`src/rtl/i2c_arb_pkg.sv`:
```
// Shared types and constants for the I2C master arbiter.
package i2c_arb_pkg;

  localparam int unsigned I2C_BYTE_W = 8;

  typedef enum logic [1:0] {
    IDLE,
    GRANTED,
    WAIT_BUSY,
    ACTIVE
  } arb_state_t;

  typedef struct packed {
    logic                  cmd_strobe;
    logic [I2C_BYTE_W-1:0] ctrl_wrd;
    logic [I2C_BYTE_W-1:0] len_read;
    logic                  data_available;
    logic [I2C_BYTE_W-1:0] data;
    logic                  ack_error;
  } i2c_cmd_t;

endpackage

```
`src/rtl/rr_pick.sv`:
```
// Round-robin search: first set request bit at or above ptr, wrapping around.
module rr_pick #(
  parameter int unsigned N     = 2,
  parameter int unsigned PTR_W = 1
) (
  input  logic [N-1:0]     req,
  input  logic [PTR_W-1:0] ptr,
  output logic [PTR_W-1:0] idx,
  output logic             found
);

  logic [PTR_W-1:0] cand;

  always_comb begin
    idx   = '0;
    found = 1'b0;
    cand  = '0;
    for (int unsigned k = 0; k < N; k++) begin
      cand = PTR_W'((32'(ptr) + k) % N);
      if (!found && req[cand]) begin
        found = 1'b1;
        idx   = cand;
      end
    end
  end

endmodule

```
`src/rtl/i2c_master_arbiter.sv`:
```
// Round-robin arbiter sharing one I2C master command interface among NUM_REQ requesters.
module i2c_master_arbiter
  import i2c_arb_pkg::*;
#(
  parameter int unsigned NUM_REQ      = 2,
  parameter int unsigned BUSY_TIMEOUT = 16,
  parameter int unsigned PTR_W        = $clog2(NUM_REQ)
) (
  input  logic                          clock_i,
  input  logic                          reset_i,
  input  logic [NUM_REQ-1:0]            rq_req_i,
  output logic [NUM_REQ-1:0]            rq_gnt_o,
  input  logic [NUM_REQ-1:0]            rq_cmd_strobe_i,
  input  logic [NUM_REQ*I2C_BYTE_W-1:0] rq_ctrl_wrd_i,
  input  logic [NUM_REQ*I2C_BYTE_W-1:0] rq_len_read_i,
  input  logic [NUM_REQ-1:0]            rq_data_available_i,
  input  logic [NUM_REQ*I2C_BYTE_W-1:0] rq_data_i,
  input  logic [NUM_REQ-1:0]            rq_ack_error_i,
  output logic [NUM_REQ-1:0]            rq_read_data_o,
  output logic [NUM_REQ-1:0]            rq_collision_o,
  output logic [NUM_REQ-1:0]            rq_timeout_o,
  output logic                          i2c_cmd_strobe_o,
  output logic [I2C_BYTE_W-1:0]         i2c_ctrl_wrd_o,
  output logic [I2C_BYTE_W-1:0]         i2c_len_read_o,
  output logic                          i2c_data_available_o,
  output logic [I2C_BYTE_W-1:0]         i2c_data_o,
  output logic                          i2c_ack_error_o,
  input  logic                          i2c_read_data_i,
  input  logic                          i2c_busy_i,
  input  logic                          i2c_error_i,
  input  logic                          i2c_data_valid_i,
  input  logic [I2C_BYTE_W-1:0]         i2c_data_in_i,
  output logic [I2C_BYTE_W-1:0]         rq_data_o,
  output logic                          rq_data_valid_o,
  output logic                          rq_busy_o,
  output logic                          rq_error_o
);

  localparam int unsigned CNT_W = $clog2(BUSY_TIMEOUT);

  arb_state_t       state;
  logic [PTR_W-1:0] gidx;
  logic [PTR_W-1:0] rr_ptr;
  logic [PTR_W-1:0] nxt_ptr;
  logic [CNT_W-1:0] cnt;
  logic [PTR_W-1:0] pick_idx;
  logic             pick_found;
  logic [NUM_REQ-1:0] own;
  logic [NUM_REQ-1:0] coll_nxt;
  i2c_cmd_t         cmd_a [NUM_REQ];
  i2c_cmd_t         fwd;

  for (genvar i = 0; i < NUM_REQ; i++) begin : g_cmd
    assign cmd_a[i] = '{
      cmd_strobe:     rq_cmd_strobe_i[i],
      ctrl_wrd:       rq_ctrl_wrd_i[i*I2C_BYTE_W +: I2C_BYTE_W],
      len_read:       rq_len_read_i[i*I2C_BYTE_W +: I2C_BYTE_W],
      data_available: rq_data_available_i[i],
      data:           rq_data_i[i*I2C_BYTE_W +: I2C_BYTE_W],
      ack_error:      rq_ack_error_i[i]
    };
  end

  rr_pick #(
    .N     (NUM_REQ),
    .PTR_W (PTR_W)
  ) u_pick (
    .req   (rq_req_i),
    .ptr   (rr_ptr),
    .idx   (pick_idx),
    .found (pick_found)
  );

  // Grantee routing; the strobe only passes while the grantee may start a command.
  always_comb begin
    fwd            = '0;
    rq_gnt_o       = '0;
    rq_read_data_o = '0;
    if (state != IDLE) begin
      fwd            = cmd_a[gidx];
      rq_gnt_o[gidx] = 1'b1;
      if (state != GRANTED) fwd.cmd_strobe = 1'b0;
      if (state == ACTIVE) rq_read_data_o[gidx] = i2c_read_data_i;
    end
  end

  assign own      = (state == GRANTED) ? rq_gnt_o : '0;
  assign coll_nxt = rq_cmd_strobe_i & ~own;
  assign nxt_ptr  = (gidx == PTR_W'(NUM_REQ - 1)) ? '0 : gidx + PTR_W'(1);

  assign i2c_cmd_strobe_o     = fwd.cmd_strobe;
  assign i2c_ctrl_wrd_o       = fwd.ctrl_wrd;
  assign i2c_len_read_o       = fwd.len_read;
  assign i2c_data_available_o = fwd.data_available;
  assign i2c_data_o           = fwd.data;
  assign i2c_ack_error_o      = fwd.ack_error;

  assign rq_data_o       = i2c_data_in_i;
  assign rq_data_valid_o = i2c_data_valid_i;
  assign rq_busy_o       = i2c_busy_i;
  assign rq_error_o      = i2c_error_i;

  always_ff @(posedge clock_i) begin
    if (!reset_i) begin
      state          <= IDLE;
      gidx           <= '0;
      rr_ptr         <= '0;
      cnt            <= '0;
      rq_collision_o <= '0;
      rq_timeout_o   <= '0;
    end else begin
      rq_collision_o <= coll_nxt;
      rq_timeout_o   <= '0;
      case (state)
        IDLE: begin
          if (pick_found) begin
            gidx  <= pick_idx;
            state <= GRANTED;
          end
        end
        GRANTED: begin
          if (rq_cmd_strobe_i[gidx]) begin
            cnt   <= '0;
            state <= WAIT_BUSY;
          end else if (!rq_req_i[gidx]) begin
            rr_ptr <= nxt_ptr;
            state  <= IDLE;
          end
        end
        WAIT_BUSY: begin
          if (i2c_busy_i) begin
            state <= ACTIVE;
          end else if (cnt == CNT_W'(BUSY_TIMEOUT - 1)) begin
            rq_timeout_o[gidx] <= 1'b1;
            state              <= GRANTED;
          end else begin
            cnt <= cnt + CNT_W'(1);
          end
        end
        ACTIVE: begin
          if (!i2c_busy_i) state <= GRANTED;
        end
        default: state <= IDLE;
      endcase
    end
  end

endmodule

```
`config.mk`:
```
export PLATFORM = sky130hd
export DESIGN_NAME = i2c_master_arbiter
export DESIGN_NICKNAME = d
export VERILOG_FILES = /design/src/rtl/i2c_arb_pkg.sv /design/src/rtl/rr_pick.sv /design/src/rtl/i2c_master_arbiter.sv
export SDC_FILE = /design/constraint.sdc
export NUM_CORES = 1
export LEC_CHECK = 0
export ABC_AREA = 1
export CAP_MARGIN = 20
export CORE_MARGIN = 2
export CORE_UTILIZATION = 30
export CTS_CLUSTER_SIZE = 40
export DETAILED_ROUTE_END_ITERATION = 10
export PLACE_DENSITY = 0.88
export SYNTH_ARGS = -nofsm -noshare
export SYNTH_HDL_FRONTEND = slang
export SYNTH_HIERARCHICAL = 1
export SYNTH_SLANG_ARGS = --single-unit
```
`constraint.sdc`:
```
create_clock -name clock_i -period 3.3 [get_ports clock_i]
set_clock_uncertainty 0.05 [all_clocks]
set_input_delay 0.495 -clock clock_i [delete_from_list [all_inputs] [get_ports clock_i]]
set_output_delay 0.495 -clock clock_i [all_outputs]
set_load 0.05 [all_outputs]
```
==> impl_metrics.yaml <==
timing:
  finalSetupTns_ps: 0
  tightest_slew_ps: 526
  fmax_mhz: 361
  relSlewSlack: 0.648
  slew_violations: 0
  rsz0062_at_grt: "no"
  hold_viol_final: 0
  period_share: 0.839
  fin_crit_ps: 2770
  setup_viol: 0
synth:
  seq_area_frac_synth: 0.228
  syn_area_um2: 1050
  syn_avg_cell_area_um2: 7.08
  ys_types: 22
  synthCells: 149
  ys_ff_latch: 12
  synth_nets: 224
  ys_warn_count: 6
pwr:
  p_per_area_nw_per_um2: 640
  power_frac_clock: 0.076
  internal_power_uw: 539
  power_frac_seq: 0.159
  max-vdd-ir-drop_uv: 369
  switchingPower_uw: 680
  p_sw_frac: 0.558
  combPwrFrac: 0.766
  p_leak_uw: 0.000860
placed_design:
  dp_cells: 275
  post-dp-hpwl_mm: 2.72
  portBuffers: 95
  routabilityCongestion: 0.819
setup_path:
  cp_cell_sequence: "inv_1 > ha_1 > nor4_1 > clkdlybuf4s50_1"
  r2r_cells: 7
  start_kind: "register"
  slowest_stage: "clkdlybuf4s50_1"
  cp-end-kind: "output pin"
  crit_fanout: 7
  arrival_ps: 2220
  reg2reg_slack_ps: 1740
  r2r_end: "rq_collision_o[1]"
  critical-path-max-stage-delay_ps: 850
  worstReg2RegStart: "state[0]"
  required_ps: 2750
  path_class: "reg -> out"
clock_tree:
  cts_hold_buffers: 0
  cts.sinks: 12
  cts_made_buffers: 3
  ctsResizeCount: 0
  ctsLongestPathBuffers: 2
  cts_tree: "yes"
  clock_latency_ps: 280
  cts_root_buf: "clkbuf_4"
  htree_levels: 1
  path_clk_slew_ps: 80
  post_cts_buffers: 0
die:
  rows: 21
  ios: 116
  dieWidth_um: 63.3
  core_um2: 3360
  die_h_um: 63.3
  fp.dieArea_um2: 4010
  start_util: 0.314
detailed_routing:
  vias: 1269
  wl_per_cell_um: 12.1
  route.detailed.drc: 0
  drt_iter0_drc: 42
  drt_wl_total_mm: 3.38
  ant_nets: 0
  avgViaCountPerCell: 4.56
  first_pass_iters: 4
worst_hold_path:
  min_to: "rr_ptr"
  min_path_cells: 2
  hp-class: "reg -> reg"
  min-delay-start: "rr_ptr"
job:
  drv_cap: 0
global_route:
  grt_usage: 0.167
  grt_pass1_wl_mm: 5.49
  grt_antenna_before_repair: 0
  grt_overflow: 0
  grt_pass1_vias: 1183
  grt_max_degree: 28
layout:
  layout_commonest_cell: "clkdlybuf4s50_1"
  layout_common_cells: "clkdlybuf4s50_1 (69), buf_4 (28), a22o_1 (26)"
  fillCellCount: 325
  antenna_cells: 0
  drive_gt1_frac: 0.168
  fin_cells: 278
  syn2layout_area_growth_pct: 80.7
  fin_nets: 309
status:
  status: "completed"
-- how the worst max path moves through the flow --
stage	from	endpoint	slack, ps	depth (start not counted)
3_5_place_dp	i2c_read_data_i	rq_read_data_o[0]	660	4
5_1_grt	state[0]	rq_read_data_o[1]	410	4
6_report	state[0]	rq_read_data_o[1]	530	4
2_1_floorplan	state[0]	rq_read_data_o[1]	440	4
4_1_cts	state[0]	rq_read_data_o[1]	500	4
3_3_place_gp	rq_cmd_strobe_i[1]	i2c_cmd_strobe_o	670	6
-- Yosys cell counts, drive strengths merged --
| cell | instances | area [µm²] |
|---|---|---|
| o21ai | 5 | 25.0 |
| nand3b | 1 | 7.51 |
| inv | 18 | 67.6 |
| or2 | 1 | 6.26 |
| dfxtp | 12 | 240 |
| a21boi | 1 | 7.51 |
| a22o | 26 | 228 |
| ha | 5 | 62.6 |
| nor4 | 2 | 12.5 |
| a211oi | 1 | 7.51 |
| a21oi | 6 | 30.0 |
| nor2 | 19 | 81.3 |
| buf | 17 | 130 |
| nand2 | 29 | 119 |
| nand3 | 6 | 30.0 |
-- logic make-up after synthesis --
logic type | count (synthesis) | share of synthesized area
buffers and inverters | 35 | 0.187
flip-flops | 12 | 0.228
AND/OR/NAND/NOR | 58 | 0.243
adder cells (fa/ha/maj) | 5 | 0.0593
AO/OA/AOI/OAI | 39 | 0.282
-- per-layer routing --
layer | wire length, µm | track usage | vias to the layer above
met5 | 0 | 0 | -
met4 | 52 | 0.0571 | 0
met3 | 298 | 0.0536 | 7
met2 | 1600 | 0.279 | 49
met1 | 1430 | 0.201 | 552
li1 | - | - | 661
-- state kept, by name, indices dropped and copies added, names as in the netlist --
signal and count:
cnt 4, rq_collision_o 2, rq_timeout_o 2, state 2, gidx 1, rr_ptr 1
-- stage by stage --
stage	hold slack, ps	util	total power [µW]	area, µm²	setup WS, ps
2_1_floorplan	398	-	890	1050	436
3_3_place_gp	416	0.560	1120	1880	665
3_5_place_dp	422	0.560	1130	1880	655
4_1_cts	432	0.567	1220	1910	502
5_1_grt	468	0.567	1290	1910	413
6_report	433	0.567	1220	1910	531
-- worst max-delay path: cells and delay by family (launching register included) --
family	cells	cell delay (ps)
adder cells (fa/ha/maj)	1	320
buffers and inverters	2	940
flip-flops	1	390
AND/OR/NAND/NOR	1	300
-- power groups by stage --
stage	sequential, µW	combinational [µW]	clock, µW
floorplan	197	692	0
global placement	194	929	0
detailed placement	196	936	0
CTS	193	938	94.2
global route	197	988	102
finish	193	933	92.3
-- cell type report --
class,instances,area [µm²],area share
Sequential cell,12,240,0.126
Clock buffer,3,22.5,0.0118
Timing Repair Buffer,97,901,0.473
Inverter,18,67.6,0.0355
Tap cell,46,57.6,0.0302
Multi-Input combinational cell,102,617,0.324
No activity file was read; power rests on OpenSTA's default activity.
